===== src/rtl/riscv32_cpu.sv =====
// riscv32_cpu: single-cycle RV32I subset core with a debug readout port.
// Define RISCV32_CPU_MUL_EN to add the MUL instruction.
module riscv32_cpu (
    input  logic        iCLK,
    input  logic        iRST,
    output logic        oROM_CE,
    output logic        oROM_RD,
    output logic [7:0]  oROM_ADDR,
    input  logic [31:0] iROM_DATA,
    output logic        oRAM_CE,
    output logic        oRAM_RD,
    output logic        oRAM_WR,
    output logic [7:0]  oRAM_ADDR,
    output logic [31:0] oRAM_DATA,
    input  logic [31:0] iRAM_DATA,
    input  logic [1:0]  iMODE,
    input  logic [7:0]  iSW,
    output logic [31:0] oREG32
);
    localparam logic [6:0] OP_LUI   = 7'b0110111;
    localparam logic [6:0] OP_AUIPC = 7'b0010111;
    localparam logic [6:0] OP_JAL   = 7'b1101111;
    localparam logic [6:0] OP_JALR  = 7'b1100111;
    localparam logic [6:0] OP_BR    = 7'b1100011;
    localparam logic [6:0] OP_LOAD  = 7'b0000011;
    localparam logic [6:0] OP_STORE = 7'b0100011;
    localparam logic [6:0] OP_IMM   = 7'b0010011;
    localparam logic [6:0] OP_REG   = 7'b0110011;

    logic [31:0] pc;
    logic [31:0] pcPlus4;
    logic [31:0] nextPc;
    logic [31:0] regs [32];

    logic [6:0]  opcode;
    logic [4:0]  rd;
    logic [4:0]  rs1;
    logic [4:0]  rs2;
    logic [2:0]  funct3;
    logic [6:0]  funct7;
    logic [31:0] immI;
    logic [31:0] immS;
    logic [31:0] immB;
    logic [31:0] immU;
    logic [31:0] immJ;
    logic [31:0] rs1Val;
    logic [31:0] rs2Val;

    logic        isLui;
    logic        isAuipc;
    logic        isJal;
    logic        isJalr;
    logic        isBranch;
    logic        isLw;
    logic        isSw;
    logic        isOpImm;
    logic        isOp;
    logic        isMul;
    logic        immAlt;
    logic        opLegal;

    logic [31:0] aluRes;
    logic [31:0] memAddr;
    logic [31:0] wbData;
    logic [31:0] mulRes;
    logic        wbEn;
    logic        ramRd;
    logic        ramWr;
    logic        unusedBits;

    assign opcode = iROM_DATA[6:0];
    assign rd     = iROM_DATA[11:7];
    assign funct3 = iROM_DATA[14:12];
    assign rs1    = iROM_DATA[19:15];
    assign rs2    = iROM_DATA[24:20];
    assign funct7 = iROM_DATA[31:25];

    assign immI = {{20{iROM_DATA[31]}}, iROM_DATA[31:20]};
    assign immS = {{20{iROM_DATA[31]}}, iROM_DATA[31:25], iROM_DATA[11:7]};
    assign immB = {{19{iROM_DATA[31]}}, iROM_DATA[31], iROM_DATA[7],
                   iROM_DATA[30:25], iROM_DATA[11:8], 1'b0};
    assign immU = {iROM_DATA[31:12], 12'd0};
    assign immJ = {{11{iROM_DATA[31]}}, iROM_DATA[31], iROM_DATA[19:12],
                   iROM_DATA[20], iROM_DATA[30:21], 1'b0};

    assign rs1Val  = regs[rs1];
    assign rs2Val  = regs[rs2];
    assign pcPlus4 = pc + 32'd4;

`ifdef RISCV32_CPU_MUL_EN
    assign isMul  = (funct7 == 7'b0000001) && (funct3 == 3'b000);
    assign mulRes = rs1Val * rs2Val;
`else
    assign isMul  = 1'b0;
    assign mulRes = 32'd0;
`endif

    // Shift-immediate forms must carry a valid funct7; other OP-IMM forms use it as immediate.
    always_comb begin
        immAlt  = 1'b0;
        opLegal = 1'b0;
        unique case (funct3)
            3'b001: opLegal = (funct7 == 7'b0000000);
            3'b101: begin
                opLegal = (funct7 == 7'b0000000) || (funct7 == 7'b0100000);
                immAlt  = funct7[5];
            end
            default: opLegal = 1'b1;
        endcase
    end

    assign isLui    = (opcode == OP_LUI);
    assign isAuipc  = (opcode == OP_AUIPC);
    assign isJal    = (opcode == OP_JAL);
    assign isJalr   = (opcode == OP_JALR) && (funct3 == 3'b000);
    assign isBranch = (opcode == OP_BR) && (funct3[2:1] != 2'b01);
    assign isLw     = (opcode == OP_LOAD) && (funct3 == 3'b010);
    assign isSw     = (opcode == OP_STORE) && (funct3 == 3'b010);
    assign isOpImm  = (opcode == OP_IMM) && opLegal;
    assign isOp     = (opcode == OP_REG) && (
                          (funct7 == 7'b0000000) ||
                          (funct7 == 7'b0100000 &&
                           (funct3 == 3'b000 || funct3 == 3'b101)) ||
                          isMul);

    function automatic logic [31:0] alu(
        input logic [31:0] a,
        input logic [31:0] b,
        input logic [2:0]  f3,
        input logic        alt
    );
        logic [31:0] r;
        unique case (f3)
            3'b000: r = alt ? a - b : a + b;
            3'b001: r = a << b[4:0];
            3'b010: r = {31'd0, $signed(a) < $signed(b)};
            3'b011: r = {31'd0, a < b};
            3'b100: r = a ^ b;
            3'b101: r = alt ? $unsigned($signed(a) >>> b[4:0]) : a >> b[4:0];
            3'b110: r = a | b;
            default: r = a & b;
        endcase
        return r;
    endfunction

    function automatic logic brCond(
        input logic [31:0] a,
        input logic [31:0] b,
        input logic [2:0]  f3
    );
        logic t;
        unique case (f3)
            3'b000: t = (a == b);
            3'b001: t = (a != b);
            3'b100: t = ($signed(a) < $signed(b));
            3'b101: t = ($signed(a) >= $signed(b));
            3'b110: t = (a < b);
            3'b111: t = (a >= b);
            default: t = 1'b0;
        endcase
        return t;
    endfunction

    always_comb begin
        wbEn    = 1'b0;
        wbData  = 32'd0;
        nextPc  = pcPlus4;
        ramRd   = 1'b0;
        ramWr   = 1'b0;
        aluRes  = 32'd0;
        memAddr = 32'd0;
        unique case (1'b1)
            isLui: begin
                aluRes = immU;
                wbEn   = 1'b1;
                wbData = aluRes;
            end
            isAuipc: begin
                aluRes = pc + immU;
                wbEn   = 1'b1;
                wbData = aluRes;
            end
            isJal: begin
                aluRes = pc + immJ;
                nextPc = aluRes;
                wbEn   = 1'b1;
                wbData = pcPlus4;
            end
            isJalr: begin
                aluRes = (rs1Val + immI) & 32'hFFFF_FFFE;
                nextPc = aluRes;
                wbEn   = 1'b1;
                wbData = pcPlus4;
            end
            isBranch: begin
                aluRes = pc + immB;
                if (brCond(rs1Val, rs2Val, funct3))
                    nextPc = aluRes;
            end
            isLw: begin
                memAddr = rs1Val + immI;
                aluRes  = memAddr;
                ramRd   = 1'b1;
                wbEn    = 1'b1;
                wbData  = iRAM_DATA;
            end
            isSw: begin
                memAddr = rs1Val + immS;
                aluRes  = memAddr;
                ramWr   = 1'b1;
            end
            isOpImm: begin
                aluRes = alu(rs1Val, immI, funct3, immAlt);
                wbEn   = 1'b1;
                wbData = aluRes;
            end
            isOp: begin
                aluRes = isMul ? mulRes : alu(rs1Val, rs2Val, funct3, funct7[5]);
                wbEn   = 1'b1;
                wbData = aluRes;
            end
            default: ;
        endcase
    end

    always_ff @(posedge iCLK or posedge iRST) begin
        if (iRST) begin
            pc <= 32'd0;
            for (int i = 0; i < 32; i++)
                regs[i] <= 32'd0;
        end else begin
            pc <= nextPc;
            if (wbEn && rd != 5'd0)
                regs[rd] <= wbData;
        end
    end

    assign oROM_CE   = ~iRST;
    assign oROM_RD   = ~iRST;
    assign oRAM_CE   = ~iRST;
    assign oRAM_RD   = ~iRST & ramRd;
    assign oRAM_WR   = ~iRST & ramWr;
    assign oROM_ADDR = iRST ? 8'd0 : pc[9:2];
    assign oRAM_ADDR = iRST ? 8'd0 : memAddr[9:2];
    assign oRAM_DATA = iRST ? 32'd0 : rs2Val;

    always_comb begin
        unique case (iMODE)
            2'b00: oREG32 = regs[iSW[4:0]];
            2'b01: oREG32 = pc;
            2'b10: oREG32 = iROM_DATA;
            default: oREG32 = aluRes;
        endcase
    end

    assign unusedBits = ^{memAddr[31:10], memAddr[1:0], iSW[7:5]};
endmodule


===== config.mk =====
export PLATFORM = sky130hd
export DESIGN_NAME = riscv32_cpu
export DESIGN_NICKNAME = d
export VERILOG_FILES = /design/src/rtl/riscv32_cpu.sv
export SDC_FILE = /design/constraint.sdc
export NUM_CORES = 2
export LEC_CHECK = 0
export BUFFER_PORTS_ARGS = -buffer_cell sky130_fd_sc_hd__buf_2
export CAP_MARGIN = 20
export CORE_MARGIN = 2
export CORE_UTILIZATION = 55
export DETAILED_ROUTE_END_ITERATION = 8
export PLACE_DENSITY = 0.68
export SLEW_MARGIN = 10
export SYNTH_ARGS = -nofsm -noshare
export SYNTH_HDL_FRONTEND = slang
export SYNTH_SLANG_ARGS = --single-unit

===== constraint.sdc =====
create_clock -name iCLK -period 53.2 [get_ports iCLK]
set_input_delay 0 -clock iCLK [delete_from_list [all_inputs] [get_ports iCLK]]
set_output_delay 0 -clock iCLK [all_outputs]
set_load 0.01 [all_outputs]

==> insert_results.sql <==
INSERT INTO impl_metrics (metric_group, metric, value, unit) VALUES
('sta', 'timing.max_slew.rel_slack', '0.02436', ''),
('routing', 'drt_iter0_markers', '17729', ''),
('job', 'drv_cap', '0', ''),
('synthesis', 'synth.top_cells.by_area', 'dfrtp_1 (30%), mux4_2 (13%), mux2i_1 (10%)', ''),
('power', 'finalPower', '0.002721', 'W'),
('die', 'die_x', '406.9', 'µm'),
('die', 'dieArea', '165600', 'µm²'),
('critical_path', 'crit_arrival', '10.26', 'ns'),
('synthesis', 'synth.most_common_cell', 'a21oi_1', ''),
('finish', 'areaGrowthSynthToFinish', '8.295', '%'),
('die', 'die_h', '406.9', 'µm'),
('critical_path', 'cp.depth', '22', ''),
('synthesis', 'syn_nets', '10450', ''),
('sta', 'slew_violations', '0', ''),
('sta', 'finalHoldViolCount', '8', ''),
('sta', 'whs', '-0.05946', 'ns'),
('routing', 'wl_per_cell', '40.78', 'µm'),
('critical_path', 'crit_path_end_kind', 'output pin', ''),
('finish', 'drive_gt1_frac', '0.1516', ''),
('die', 'initial_utilization', '0.5547', ''),
('outcome', 'status', 'complete, but fails checks', ''),
('critical_path', 'worstPathCellList', 'buf_8 -> buf_12 -> buf_4 -> nor3b_1 -> a22oi_1 -> nand4_4 -> inv_1 -> ha_1 -> fa_1 -> o21ba_2 -> o21ai_0 -> a2111o_1 -> o21ai_0 -> a211oi_1 -> o21a_1 -> a21oi_1 -> xnor2_1 -> a2111oi_1 -> o21bai_1 -> nor4_1 -> o21ai_0 -> buf_2', ''),
('critical_path', 'cp-start-kind', 'primary input', ''),
('critical_path', 'critical_path.reg2reg.startpoint', 'regs[480]', ''),
('clocking', 'cts_tree', 'done', ''),
('critical_path', 'timing.reg2reg.setup_slack', '44.62', 'ns'),
('synthesis', 'synth.cell_area', '89280', 'µm²'),
('power', 'pwr-share-seq', '0.330', ''),
('sta', 'min_period_over_period', '0.1929', ''),
('synthesis', 'synth-async-reset-ratio', '1.000', ''),
('synthesis', 'yosysSeqAreaShare', '0.2957', ''),
('synthesis', 'synth_top_area_share', '0.2957', ''),
('grt', 'vias_in_the_first_global_route', '90135', ''),
('synthesis', 'synth.top_cells.by_count', 'a21oi_1 (1216), nor2_1 (1192), dfrtp_1 (1055), nand2_1 (930), mux2i_1 (926)', ''),
('clocking', 'post_cts.resized_instances', '0', ''),
('synthesis', 'ys_ff_latch', '1055', ''),
('critical_path', 'timing.critical_path.required', '53.20', 'ns'),
('grt', 'globalRoute.totalOverflow', '0', ''),
('sta', 'finalSetupViolCount', '0', ''),
('finish', 'fin_nets', '10111', ''),
('synthesis', 'avgSynthCellArea', '8.840', 'µm²'),
('power', 'power.combinational.fraction', '0.348', ''),
('clocking', 'cts-root-buf', 'clkbuf_16', ''),
('place', 'pre_cts_slack', '43.44', 'ns'),
('grt', 'use_met1', '0.6648', ''),
('synthesis', 'number_of_distinct_library_cells_after_synthesis', '102', ''),
('grt', 'top_usage_layer', 'met2', ''),
('critical_path', 'rr_endpoint', 'regs[96]', ''),
('outcome', 'violations', 'design-rule violations, negative hold slack', ''),
('die', 'std_cell_rows', '147', ''),
('place', 'placed_instances', '11767', ''),
('critical_path', 'crit_path_max_fanout', '127', ''),
('routing', 'drc', '28', ''),
('sta', 'tightestPinTransition', '1.463', 'ns'),
('power', 'power-per-cell-area', '28.14', 'nW/µm²'),
('clocking', 'clk_transition_reported_paths', '0.06', 'ns'),
('grt', 'grt_antenna_before_repair', '50', ''),
('clocking', 'clock_tree.htree_level_count', '3', ''),
('critical_path', 'max_stage_delay', '1.05', 'ns'),
('routing', 'firstDrtPassIters', '9', ''),
('power', 'net-switching-power', '0.001068', 'W'),
('critical_path', 'r2r.worst_path.cells', '20', ''),
('die', 'pin_count', '161', ''),
('clocking', 'post_cts_buffers', '0', ''),
('sta', 'fin_setup_tns', '0', 'ns'),
('die', 'core_region_area', '160900', 'µm²'),
('synthesis', 'library_cell_with_the_largest_summed_area_after_synthesis', 'dfrtp_1', ''),
('critical_path', 'setup.worst_path.start', 'iROM_DATA[16]', ''),
('sta', 'rsz0062_at_grt', 'no', ''),
('clocking', 'cts.path.max_buffers', '3', ''),
('critical_path', 'critical_path.most_common_cell', 'o21ai_0', '');
==> final cells by class <==
cell class	instances	area (µm²)
Antenna cell	31	77.57
Sequential cell	1055	26400
Clock buffer	159	3302
Fill cell	13331	64250
Multi-Input combinational cell	7910	58870
Inverter	146	558.0
Timing Repair Buffer	535	4020
Clock inverter	45	753.2
Tap cell	2160	2703
==> per-stage QoR <==
stage	hold WS, ns	utilization	area [µm²]
global route	0.06787	0.6003	96610
global placement	0.2897	0.5716	91990
floorplan	0.1297	-	89280
detailed placement	0.3083	0.5718	92020
finish	-0.05946	0.6008	96680
CTS	0.008590	0.5979	96230
==> power groups by stage <==
stage	clock network, W	registers [W]	logic, W
3_5_place_dp	0	0.000907	0.000877
6_report	0.000876	0.000898	0.000946
2_1_floorplan	0	0.000883	0.000568
5_1_grt	0.000899	0.000898	0.000968
4_1_cts	0.000867	0.000893	0.000884
3_3_place_gp	0	0.000904	0.000868
==> registers in the layout (all words and copies together) (netlist names) <==
register / cells
pc: 31
regs: 1024
==> metal layers <==
layer / vias to the layer above / wire [µm]
met1: 45577 / 158400
li1: 37076 / -
met3: 3069 / 85210
met4: 44 / 56000
met5: - / 449
met2: 9657 / 191000
==> worst min-delay path: stages <==
cell	delay (ns)
dlygate4sd3_1	0.53
buf_2	0.16
inv_8	0.38
==> cell usage in the layout, fill, tap and decap left out, types with 142 or more instances in the layout <==
master,instances
nand2_1,917
o21ai_1,246
nor2_1,1137
a22oi_1,280
buf_2,144
a21oi_1,1214
mux4_2,522
ha_1,267
mux2i_1,922
o221ai_1,142
dfrtp_1,1055
buf_4,342
o21ai_0,466
==> kinds of logic after synthesis <==
family                   count (synthesis)  synth area share
XOR/XNOR                               164           0.01609
multiplexers                          1479            0.2394
AO/OA/AOI/OAI                         3211            0.2221
adder cells (fa/ha/maj)                275           0.03921
buffers and inverters                 1134           0.05392
flip-flops                            1055            0.2957
AND/OR/NAND/NOR                       2781            0.1335
==> worst min path at each step <==
stage                  start        end  cells after the start
2_1_floorplan   iROM_DATA[1]  oREG32[1]                      2
3_3_place_gp            iRST  regs[992]                      2
3_5_place_dp            iRST  regs[971]                      2
4_1_cts        iRAM_DATA[22]  regs[662]                      4
5_1_grt                 iRST     pc[22]                      3
6_report                iRST     pc[22]                      3
Power figures use the tool's default switching activity.
